[config.mk]
export PLATFORM = sky130hd
export DESIGN_NAME = mmio_hub
export DESIGN_NICKNAME = d
export VERILOG_FILES = /design/src/rtl/mmio_hub_pkg.sv /design/src/rtl/mmio_hub_sync_fifo.sv /design/src/rtl/mmio_hub.sv
export SDC_FILE = /design/constraint.sdc
export NUM_CORES = 1
export LEC_CHECK = 0
export CORE_MARGIN = 5
export CORE_UTILIZATION = 50
export DETAILED_ROUTE_END_ITERATION = 12
export PLACE_DENSITY = 0.74
export SYNTH_ARGS = -nofsm -noshare
export SYNTH_HDL_FRONTEND = slang
export SYNTH_SLANG_ARGS = --single-unit
[constraint.sdc]
create_clock -name clk -period 10.6 [get_ports clk]
set_clock_uncertainty 0.05 [all_clocks]
set_input_delay 2.12 -clock clk [delete_from_list [all_inputs] [get_ports clk]]
set_output_delay 2.12 -clock clk [all_outputs]
set_load 0.005 [all_outputs]
[src/rtl/mmio_hub_pkg.sv]
// Shared constants for the MMIO hub: default register addresses, STATUS bit
// positions and the register-select encoding used by the decoder.
package mmio_hub_pkg;

  localparam logic [31:0] UTX_ADDR_DEF    = 32'h0000_0000;
  localparam logic [31:0] STATUS_ADDR_DEF = 32'h0000_0004;
  localparam logic [31:0] FINISH_ADDR_DEF = 32'h0000_0008;
  localparam logic [31:0] CYCLE_ADDR_DEF  = 32'h0000_000C;
  localparam logic [31:0] LED_ADDR_DEF    = 32'h0000_0010;

  localparam int STAT_EMPTY   = 0;
  localparam int STAT_FULL    = 1;
  localparam int STAT_FIN     = 2;
  localparam int STAT_OVF     = 3;
  localparam int STAT_CNT_LSB = 8;

  typedef enum logic [2:0] {
    SEL_NONE,
    SEL_UTX,
    SEL_STATUS,
    SEL_FINISH,
    SEL_CYCLE,
    SEL_LED
  } reg_sel_e;

  function automatic logic [31:0] pack_status(input logic       empty,
                                              input logic       full,
                                              input logic       fin,
                                              input logic       ovf,
                                              input logic [7:0] cnt);
    logic [31:0] s;
    s                         = '0;
    s[STAT_EMPTY]             = empty;
    s[STAT_FULL]              = full;
    s[STAT_FIN]               = fin;
    s[STAT_OVF]               = ovf;
    s[STAT_CNT_LSB +: 8]      = cnt;
    return s;
  endfunction

endpackage

[src/rtl/mmio_hub_sync_fifo.sv]
// Synchronous FIFO with combinational head read; push is ignored when full,
// pop is ignored when empty.
module sync_fifo #(
  parameter  int WIDTH = 8,
  parameter  int DEPTH = 16,
  localparam int AW    = $clog2(DEPTH)
) (
  input  logic             clk,
  input  logic             reset_x,
  input  logic             push_i,
  input  logic [WIDTH-1:0] wdata_i,
  input  logic             pop_i,
  output logic [WIDTH-1:0] head_o,
  output logic             full_o,
  output logic             empty_o,
  output logic [AW:0]      count_o
);

  logic [WIDTH-1:0] mem_q [DEPTH];
  logic [AW-1:0]    wr_ptr_q, rd_ptr_q;
  logic [AW:0]      count_q;
  logic             do_push, do_pop;

  assign full_o  = (count_q == (AW+1)'(DEPTH));
  assign empty_o = (count_q == '0);
  assign count_o = count_q;
  assign head_o  = mem_q[rd_ptr_q];

  // Full check uses the pre-pop count, so a push on a full FIFO is dropped
  // even when a pop happens in the same cycle.
  assign do_push = push_i && !full_o;
  assign do_pop  = pop_i && !empty_o;

  always_ff @(posedge clk) begin
    if (do_push) begin
      mem_q[wr_ptr_q] <= wdata_i;
    end
  end

  always_ff @(posedge clk) begin
    if (!reset_x) begin
      wr_ptr_q <= '0;
      rd_ptr_q <= '0;
      count_q  <= '0;
    end else begin
      if (do_push) wr_ptr_q <= wr_ptr_q + AW'(1);
      if (do_pop)  rd_ptr_q <= rd_ptr_q + AW'(1);
      case ({do_push, do_pop})
        2'b10:   count_q <= count_q + (AW+1)'(1);
        2'b01:   count_q <= count_q - (AW+1)'(1);
        default: count_q <= count_q;
      endcase
    end
  end

endmodule

[src/rtl/mmio_hub.sv]
// Memory-mapped peripheral hub: address decode, UART TX FIFO, status/finish,
// free-running cycle counter, LED register and a one-cycle registered read mux.
module mmio_hub
  import mmio_hub_pkg::*;
#(
  parameter int                  DATA_LEN    = 32,
  parameter int                  ADDR_LEN    = 32,
  parameter int                  FIFO_DEPTH  = 16,
  parameter logic [ADDR_LEN-1:0] UTX_ADDR    = ADDR_LEN'(UTX_ADDR_DEF),
  parameter logic [ADDR_LEN-1:0] STATUS_ADDR = ADDR_LEN'(STATUS_ADDR_DEF),
  parameter logic [ADDR_LEN-1:0] FINISH_ADDR = ADDR_LEN'(FINISH_ADDR_DEF),
  parameter logic [ADDR_LEN-1:0] CYCLE_ADDR  = ADDR_LEN'(CYCLE_ADDR_DEF),
  parameter logic [ADDR_LEN-1:0] LED_ADDR    = ADDR_LEN'(LED_ADDR_DEF)
) (
  input  logic                clk,
  input  logic                reset_x,
  input  logic                loading,
  input  logic [ADDR_LEN-1:0] core_addr,
  input  logic [DATA_LEN-1:0] core_wdata,
  input  logic                core_we,
  output logic                mmio_hit,
  output logic                mmio_rsel,
  output logic [DATA_LEN-1:0] mmio_rdata,
  output logic [7:0]          utx_data,
  output logic                utx_valid,
  input  logic                utx_ready,
  output logic [7:0]          led,
  output logic                finished
);

  localparam int AW = $clog2(FIFO_DEPTH);

  reg_sel_e            sel;
  logic                we_ok, utx_wr, fifo_push, fifo_pop, ovf_set, ovf_clr;
  logic                fifo_full, fifo_empty;
  logic [AW:0]         fifo_count;
  logic [7:0]          led_q, led_d;
  logic                finished_q, finished_d;
  logic                ovf_q, ovf_d;
  logic [31:0]         cycle_q, cycle_d;
  logic [DATA_LEN-1:0] rdata_q, rdata_d;
  logic                rsel_q;
  logic                unused_wdata;

  assign unused_wdata = &{1'b0, core_wdata[DATA_LEN-1:8]};

  always_comb begin
    sel = SEL_NONE;
    if      (core_addr == UTX_ADDR)    sel = SEL_UTX;
    else if (core_addr == STATUS_ADDR) sel = SEL_STATUS;
    else if (core_addr == FINISH_ADDR) sel = SEL_FINISH;
    else if (core_addr == CYCLE_ADDR)  sel = SEL_CYCLE;
    else if (core_addr == LED_ADDR)    sel = SEL_LED;
  end

  assign mmio_hit  = (sel != SEL_NONE);
  assign we_ok     = core_we && !loading;
  assign utx_wr    = we_ok && (sel == SEL_UTX) && !finished_q;
  assign fifo_push = utx_wr && !fifo_full;
  assign ovf_set   = utx_wr && fifo_full;
  assign ovf_clr   = we_ok && (sel == SEL_STATUS) && core_wdata[STAT_OVF];
  assign fifo_pop  = utx_valid && utx_ready;

  sync_fifo #(
    .WIDTH (8),
    .DEPTH (FIFO_DEPTH)
  ) u_fifo (
    .clk     (clk),
    .reset_x (reset_x),
    .push_i  (fifo_push),
    .wdata_i (core_wdata[7:0]),
    .pop_i   (fifo_pop),
    .head_o  (utx_data),
    .full_o  (fifo_full),
    .empty_o (fifo_empty),
    .count_o (fifo_count)
  );

  always_comb begin
    led_d      = led_q;
    finished_d = finished_q;
    ovf_d      = ovf_q;
    cycle_d    = cycle_q;
    rdata_d    = '0;
    if (we_ok) begin
      case (sel)
        SEL_UTX:    if (fifo_push) led_d[6:0] = core_wdata[6:0];
        SEL_FINISH: begin
          led_d[7]   = 1'b1;
          finished_d = 1'b1;
        end
        SEL_LED:    led_d = core_wdata[7:0];
        default:    ;
      endcase
    end
    // Set wins over a concurrent clear.
    if (ovf_set)      ovf_d = 1'b1;
    else if (ovf_clr) ovf_d = 1'b0;
    if (loading)          cycle_d = '0;
    else if (!finished_q) cycle_d = cycle_q + 32'd1;
    case (sel)
      SEL_STATUS: rdata_d = DATA_LEN'(pack_status(fifo_empty, fifo_full, finished_q,
                                                   ovf_q, 8'(fifo_count)));
      SEL_CYCLE:  rdata_d = DATA_LEN'(cycle_q);
      SEL_LED:    rdata_d = DATA_LEN'(led_q);
      default:    rdata_d = '0;
    endcase
  end

  always_ff @(posedge clk) begin
    if (!reset_x) begin
      led_q      <= '0;
      finished_q <= 1'b0;
      ovf_q      <= 1'b0;
      cycle_q    <= '0;
      rdata_q    <= '0;
      rsel_q     <= 1'b0;
    end else begin
      led_q      <= led_d;
      finished_q <= finished_d;
      ovf_q      <= ovf_d;
      cycle_q    <= cycle_d;
      rdata_q    <= rdata_d;
      rsel_q     <= mmio_hit;
    end
  end

  assign utx_valid  = !fifo_empty;
  assign led        = led_q;
  assign finished   = finished_q;
  assign mmio_rdata = rdata_q;
  assign mmio_rsel  = rsel_q;

endmodule

# Yosys cells after proc, flatten, opt, wreduce, memory -nomap -nowiden
# Memories as Yosys holds them, arrays and structs flattened. A register that Yosys moved wholly into a read port is not among the register bits.
# Cells that the tools add are included.
# classes
n_addsub	5
n_mux	16
eq_ne	13
n_bitwise	1
n_reduce_logical	25
# ops
operator	n
32-bit case mux with 3 select lines	1
32-bit by 4-bit == test with 1-bit output, second input constant	2
32-bit by 1-bit adder with 32-bit output, second input constant	1
32-bit by 3-bit == test with 1-bit output, second input constant	1
32-bit by 5-bit == test with 1-bit output, second input constant	1
32-bit logical NOT	1
3-bit 2-to-1 mux	5
7-bit case mux with 2 select lines	1
1-bit logical AND	10
5-bit case mux with 2 select lines	1
4-bit by 1-bit adder with 4-bit output, second input constant	2
4-bit 2-to-1 mux	2
2-bit nonzero test	4
7-bit 2-to-1 mux	1
3-bit by 2-bit == test with 1-bit output, second input constant	2
3-bit == test, second input constant	2
5-bit by 1-bit adder with 5-bit output, second input constant	1
5-bit == test, second input constant	1
5-bit logical NOT	1
5-bit by 1-bit subtractor with 5-bit output, second input constant	1
1-bit logical NOT	4
1-bit 2-to-1 mux	4
2-bit AND reduction	2
3-bit by 1-bit == test with 1-bit output, second input constant	1
other kinds (8)	8
# word_totals
memories	1
output_inout_bits	52
ramBits	128
elab_cells	71
in_bits	69
register_bits	88
# memory_table
name	words	word_bits	rd	rd_clocked_by_memory_dff	wr	line	source
u_fifo.mem_q	16	8	1	1	1	mmio_hub_sync_fifo.sv:19	logic [WIDTH-1:0] mem_q [DEPTH];

# Logic depth before layout (Yosys ltp)
# Gate-level depths: netlist (run 1).
# depth
ltp_word	13
mapped_depth	15
depth_no_buf	12

# Modules after synthesis
# A second synthesis (run 1) with hierarchy kept.
# unflattened
hier_cells	682
area_unflattened_um2	9135.0
# modules_own_cells
mod	seq_area_each_um2	area_each_um2	cells_per_inst	n_inst
sync_fifo	4184.0	5931.9	331	1
mmio_hub	1501.4	3203.1	351	1

# Least setup slack after synthesis (run 1)
# Ideal clock, no wire load.
# synth_path
path_type	input to output
startpoint	input port core_addr[25]
endpoint	output port mmio_hit
t_arrival_ns	3.070
path_buffers	0
t_required_ns	8.430
path_stages	4
path_slack_ns	5.360
cell_sequence	nor4_4 > nand4_4 > or2_1 > a21oi_1
# synth_via
elab_chain_cells	7
word_cells_on_any_way	11
classes_between	eq/ne (4); mux (5); reduce/logical (2)
# synth_rtl
item	line	source
start, declared	mmio_hub.sv:18	input logic [ADDR_LEN-1:0] core_addr,
32-bit by 5-bit == test with 1-bit output	mmio_hub.sv:53	else if (core_addr == LED_ADDR) sel = SEL_LED;
3-bit 2-to-1 mux	mmio_hub.sv:53	
3-bit 2-to-1 mux	mmio_hub.sv:52	else if (core_addr == CYCLE_ADDR) sel = SEL_CYCLE;
3-bit 2-to-1 mux	mmio_hub.sv:51	else if (core_addr == FINISH_ADDR) sel = SEL_FINISH;
3-bit 2-to-1 mux	mmio_hub.sv:50	else if (core_addr == STATUS_ADDR) sel = SEL_STATUS;
3-bit 2-to-1 mux (*)	mmio_hub.sv:49	if (core_addr == UTX_ADDR) sel = SEL_UTX;
3-bit nonzero test (*)	mmio_hub.sv:56	assign mmio_hit = (sel != SEL_NONE);
end, declared	mmio_hub.sv:21	output logic mmio_hit,
# Mark *: on every way between the ends. The rest lies on a longest branch, timed or not.

# Worst setup path in the final report (run 1)
# Ends and elaborated chain as after synthesis.

==> impl_metrics.json, run 1 <==
{
  "status": "complete, no violations",
  "p_leak_nw": 3.52,
  "p_per_area_nw_per_um2": 155,
  "drcViolationCount": 0,
  "ant_nets": 0,
  "die_w_um": 145,
  "synthCells": 635,
  "crit_family": "buffers and inverters",
  "finalSetupTns_ns": 0,
  "fin_ws_ns": 4.24,
  "first_global_vias": 5666,
  "critPathRequiredTime_ns": 8.43,
  "yosysWarnings": 0,
  "slew_violations": 0,
  "num_rows": 49,
  "antenna_found_initial": 0,
  "port_buffers": 96,
  "design.die.area_sq_um": 20900,
  "r2r_end": "u_fifo.count_o[4]",
  "nets": 804,
  "synth_area_leaders": "edfxtp_1 (42%), dfxtp_1 (20%), mux4_2 (9.9%)",
  "vias": 5435,
  "holdWs_ns": 0.443,
  "cp.arrival_ns": 4.19,
  "synth_area_sq_um": 9060,
  "drtPass1Iterations": 4,
  "synth_cell_type_count": 57,
  "clkTransAtPathRegs_ns": 0.05,
  "cts_num_sinks": 220,
  "max_cap_violations": 0,
  "die_y_um": 145,
  "slew_headroom_pct": 15.4,
  "crit_type": "in2out",
  "start_util_pct": 50.6,
  "drive_gt1_share_pct": 12.8,
  "cp_slowest_stage_delay_ns": 0.53,
  "grt_start_max_net_pins": 33,
  "cts_repair_resize_count": 0,
  "gp_congestion": 0.919,
  "antenna_cells": 0,
  "drt_iter0_markers": 347,
  "cts_root_buf": "clkbuf_16",
  "synthArstFlopShare_pct": 0,
  "cts_tree": "done",
  "ys_seq_area_share_pct": 62.7,
  "fill_cells": 1335,
  "vdd_ir_drop_max_uv": 107,
  "timing.rr.start": "finished",
  "path_buf_inv": 2,
  "vias_per_cell": 5.60,
  "setup_violations": 0,
  "cts_max_level": 1,
  "path_depth": 6,
  "ioPinCount": 121,
  "globalRouteOverflowTotal": 0,
  "cts_hold_buf": 0,
  "fin_crit_sh_pct": 60.0,
  "hp-class": "reg2reg",
  "grt_pass1_wl_um": 30700,
  "startpoint": "core_addr[25]",
  "coreArea_sq_um": 17900,
  "synth_edf_count": 128,
  "synth_top_area_cell": "edfxtp_1",
  "grtUsageTotal_pct": 18.8,
  "insertion_delay_ns": 0.50,
  "area.growth.synth_to_final_pct": 19.9,
  "cts-buffers-inserted": 23,
  "cp_slowest_cell": "clkdlybuf4s50_1",
  "cts_setup_buffers": 0,
  "synth_nets": 714,
  "crit_end": "mmio_hit",
  "crit_top_cell": "clkdlybuf4s50_1",
  "rsz0062_at_grt": "no",
  "cp_cell_sequence": "clkdlybuf4s50_1 > nor4_4 > nand4_4 > or2_1 > a21oi_1 > clkdlybuf4s50_1",
  "clockBufferDepth": 3,
  "startpoint_type": "input port",
  "synth-seq-cells": 220,
  "syn_avg_cell_area_sq_um": 14.3,
  "wl_um": 19300,
  "cp-end-kind": "primary output",
  "reg2reg_setup_slack_ns": 7.04,
  "yosysTopAreaCellShare_pct": 42.4,
  "post-place-ws_ns": 4.25,
  "fmax_mhz": 157,
  "critPathMaxFanout": 7,
  "reg2regPathDepth": 12,
  "wl_per_cell_um": 19.9,
  "hpwl_um": 13000,
  "ys.flop_type": "edfxtp_1",
  "final.min_clock_period_ns": 6.36,
  "worst-slew-pin-transition_ns": 1.27,
  "finalHoldViolCount": 0
}
## cells by family (layout without fill, tap and decap cells)
kind of cell               count (synthesis)  in the layout  synth area share, %
AOI/OAI and AO/OA                         50             50                 3.67
xor gates and xnor gates                  40             40                 3.86
adders and majority gates                 10             10                 1.38
buffers and inverters                     47            153                 2.33
DFF                                      220            220                 62.7
muxes                                     59             59                 12.0
and+or+nand+nor                          209            209                 14.0
## state kept, by name, summed over array words and instances, names as in the netlist, named ones only
signal,cells
cycle_q,32
finished,1
led,8
mmio_rdata,32
mmio_rsel,1
ovf_q,1
u_fifo.count_o,5
u_fifo.mem_q,128
u_fifo.rd_ptr_q,4
u_fifo.wr_ptr_q,4
## synthesized netlist by cell type (all sizes together) (6+ instances only)
master and n:
edfxtp 128, nand3 16, nand4 8, mux4 40, xor2 12, nor3 30, clkbuf 19, nor2b 6
and2 23, a21o 6, nand2 18, inv 15, buf 13, o21ai 11, ha 10, xnor2 28
nor2 58, a21oi 16, nor4 13, and3 12, mux2i 19, dfxtp 92
## routing by layer
metal  global-route usage (%)  share of wire [%]
met5                        0                  0
met4                     4.37                1.7
met3                     3.08                5.1
met2                     32.1                 51
met1                     25.6                 42
## report_power, final
group | switching [mW] | total [mW] | internal, mW
combinational | 0.0258 | 0.0452 | 0.0194
sequential | 0.000400 | 0.903 | 0.903
clock | 0.311 | 0.736 | 0.425
## through the flow
step | std cells | util, % | total power, mW | cell area (sq um)
6_report | 970 | 60.7 | 1.68 | 10900
5_1_grt | 970 | 60.7 | 1.74 | 10900
4_1_cts | 970 | 60.7 | 1.70 | 10900
3_5_place_dp | 929 | 56.8 | 0.967 | 10200
3_3_place_gp | 929 | 56.8 | 0.965 | 10200
2_1_floorplan | 635 | - | 0.936 | 9060
## cells in the final DEF (no fill, tap or decap), types with 3 or more instances in the layout
| cell type | instances |
|---|---|
| clkbuf_8 | 4 |
| nand3_1 | 16 |
| mux4_2 | 40 |
| ha_1 | 10 |
| clkinv_1 | 3 |
| and2_1 | 23 |
| a21oi_1 | 16 |
| a21o_1 | 6 |
| nor4_1 | 4 |
| nor2b_1 | 6 |
| dfxtp_1 | 90 |
| nor3_1 | 29 |
| mux2i_1 | 19 |
| nor2_1 | 57 |
| clkdlybuf4s50_1 | 96 |
| xnor2_1 | 28 |
| edfxtp_1 | 128 |
| or3_1 | 5 |
| clkbuf_16 | 23 |
| and3_1 | 12 |
| nor4_4 | 8 |
| xor2_1 | 12 |
| o21ai_0 | 10 |
| inv_1 | 15 |
| nand4_1 | 6 |
| clkinv_2 | 5 |
| clkbuf_1 | 3 |
| and4_1 | 5 |
| nand2_1 | 18 |
## worst min-delay path by stage
stage,cells after the start,to,startpoint
3_5_place_dp,1,mmio_rdata[31],cycle_q[31]
4_1_cts,1,mmio_rdata[22],cycle_q[22]
3_3_place_gp,1,mmio_rdata[31],cycle_q[31]
5_1_grt,1,mmio_rdata[22],cycle_q[22]
2_1_floorplan,2,mmio_rdata[30],cycle_q[30]
6_report,1,mmio_rdata[19],cycle_q[19]
## area by class of cell
cell class              instances  area (sq um)  area share [%]
clock buffers                  30           642            5.91
clock inverters                11          57.6           0.530
inverters                      15          56.3           0.518
multi-input cells             368          3170            29.2
flip-flops and latches        220          5690            52.3
well taps                     229           287            2.64
repair buffers                 97           968            8.91
Note: power is estimated with default switching activity, not from simulation.
==> run 2, diff against run 1 <==
PLACE_DENSITY = 0.76   (was 0.74)
clock period = 5.65 ns   (was 10.6 ns; I/O delays follow)
==> impl_metrics.json, run 2 (same netlist as run 1, synthesis figures left out) <==
{
  "finalHoldViolCount": 0,
  "drt_iter0_markers": 353,
  "start_util_pct": 50.6,
  "drcViolationCount": 0,
  "critPathRequiredTime_ns": 4.47,
  "fin_total_pwr_mw": 3.18,
  "cp.arrival_ns": 3.24,
  "wl_per_cell_um": 20.3,
  "cp_slowest_cell": "dfxtp_2",
  "num_rows": 49,
  "cts_setup_buffers": 0,
  "first_global_vias": 5808,
  "vdd_ir_drop_max_uv": 220,
  "cts_hold_buf": 0,
  "crit_top_cell": "mux4_2",
  "status": "complete, no violations",
  "globalRouteOverflowTotal": 0,
  "grtUsageTotal_pct": 19.5,
  "ioPinCount": 121,
  "crit_type": "reg2out",
  "cts_num_sinks": 220,
  "die_w_um": 145,
  "finalSetupTns_ns": 0,
  "critPathMaxFanout": 24,
  "grt_start_max_net_pins": 33,
  "hpwl_um": 13300,
  "fin_crit_sh_pct": 78.3,
  "place_inst": 930,
  "fin_ws_ns": 1.23,
  "cts_repair_resize_count": 0,
  "slew_headroom_pct": 11.5,
  "insertion_delay_ns": 0.50,
  "clkTransAtPathRegs_ns": 0.06,
  "fmax_mhz": 226,
  "wl_um": 19700,
  "antenna_found_initial": 0,
  "cts_max_level": 1,
  "area.growth.synth_to_final_pct": 20.0,
  "nets": 804,
  "startpoint_type": "register",
  "port_buffers": 96,
  "drtPass1Iterations": 5,
  "cts_tree": "done",
  "ant_nets": 0,
  "switching_power_mw": 0.624,
  "pwr-share-clk_pct": 44.0,
  "p_leak_nw": 3.52,
  "worst-slew-pin-transition_ns": 1.33,
  "regMostFlops": "u_fifo.mem_q",
  "grt_pass1_wl_um": 31600,
  "clockBufferDepth": 3,
  "gp_congestion": 0.867,
  "slew_violations": 0,
  "cp_cell_sequence": "buf_4 > mux4_2 > mux4_2 > clkdlybuf4s50_1",
  "crit_family": "multiplexers",
  "cts_root_buf": "clkbuf_16",
  "cp_slowest_stage_delay_ns": 0.89,
  "utilization_pct": 60.7,
  "p_per_area_nw_per_um2": 292,
  "vias": 5526,
  "p_int_mw": 2.55,
  "post-place-ws_ns": 0.853,
  "vias_per_cell": 5.70,
  "hp-class": "reg2reg",
  "cp-end-kind": "primary output",
  "cts-buffers-inserted": 22,
  "final.min_clock_period_ns": 4.42,
  "setup_violations": 0,
  "sw_frac_of_total_pct": 19.6,
  "largest_reg_flops": 128,
  "coreArea_sq_um": 17900,
  "rsz0062_at_grt": "no",
  "max_cap_violations": 0,
  "instances_no_fill": 970,
  "final_common_cell": "edfxtp_1",
  "seq_power_share_pct": 53.3,
  "drive_gt1_share_pct": 12.3,
  "design.die.area_sq_um": 20900,
  "path_buf_inv": 2,
  "die_y_um": 145,
  "antenna_cells": 0,
  "mostFrequentLayoutCells": "edfxtp_1 (128), clkdlybuf4s50_1 (96), dfxtp_1 (90)",
  "combPwrFrac_pct": 2.6
}
==> run 2: cell types whose count changed in the layout (fill, tap and decap cells not counted), moves of 2 or more <==
cell       before  now
clkbuf_1        3    5
clkinv_2        5    3
bufinv_16       0    2
clkbuf_8        4    1
clkinv_1        3    5
==> run 2: worst register-to-register path, cell delays in order, from the launching register on <==
cell and delay, ns:
dfxtp_1 0.43, or4_4 0.60, a211o_4 0.33, nor3_4 0.39, inv_1 0.14, ha_1 0.32, xor2_1 0.19, ha_1 0.23
o211a_1 0.24, o31ai_1 0.20, a31oi_1 0.08, xnor2_1 0.16, nor2_1 0.05
==> run 2: final timing paths <==
kind / start / slack (ns) / endpoint / cells past startpoint
min: cycle_q[31] / 0.45 / mmio_rdata[31] / 1
max reg2reg: finished / 2.10 / u_fifo.count_o[4] / 12
max: register / 1.23 / utx_data[4] / 4
min reg2reg: cycle_q[31] / 0.45 / mmio_rdata[31] / 1
==> run 2: final cells by class <==
class,instances,area [sq um]
Clock buffer,28,583
Clock inverter,12,118
Fill cell,1314,7030
Inverter,15,56.3
Multi-Input combinational cell,368,3170
Sequential cell,220,5690
Tap cell,229,287
Timing Repair Buffer,98,976
==> run 2: metal layers <==
layer | vias up | GRT usage, % | routed length [um]
met4 | 0 | 4.57 | 304
li1 | 2543 | - | -
met1 | 2752 | 26.6 | 8300
met5 | - | 0 | 0
met3 | 22 | 3.41 | 1130
met2 | 209 | 32.8 | 9970
==> run 2: power by group through the flow <==
stage / Clock [mW] / Sequential (mW) / Combinational, mW
6_report: 1.40 / 1.69 / 0.0841
3_5_place_dp: 0 / 1.73 / 0.0842
5_1_grt: 1.51 / 1.69 / 0.0908
3_3_place_gp: 0 / 1.73 / 0.0810
2_1_floorplan: 0 / 1.73 / 0.0276
4_1_cts: 1.42 / 1.69 / 0.0845
==> run 2: per-stage QoR <==
step / area [sq um] / hold slack [ns]
6_report: 10900 / 0.450
5_1_grt: 10900 / 0.473
4_1_cts: 10900 / 0.451
3_5_place_dp: 10200 / 0.429
3_3_place_gp: 10200 / 0.422
2_1_floorplan: 9060 / 0.401
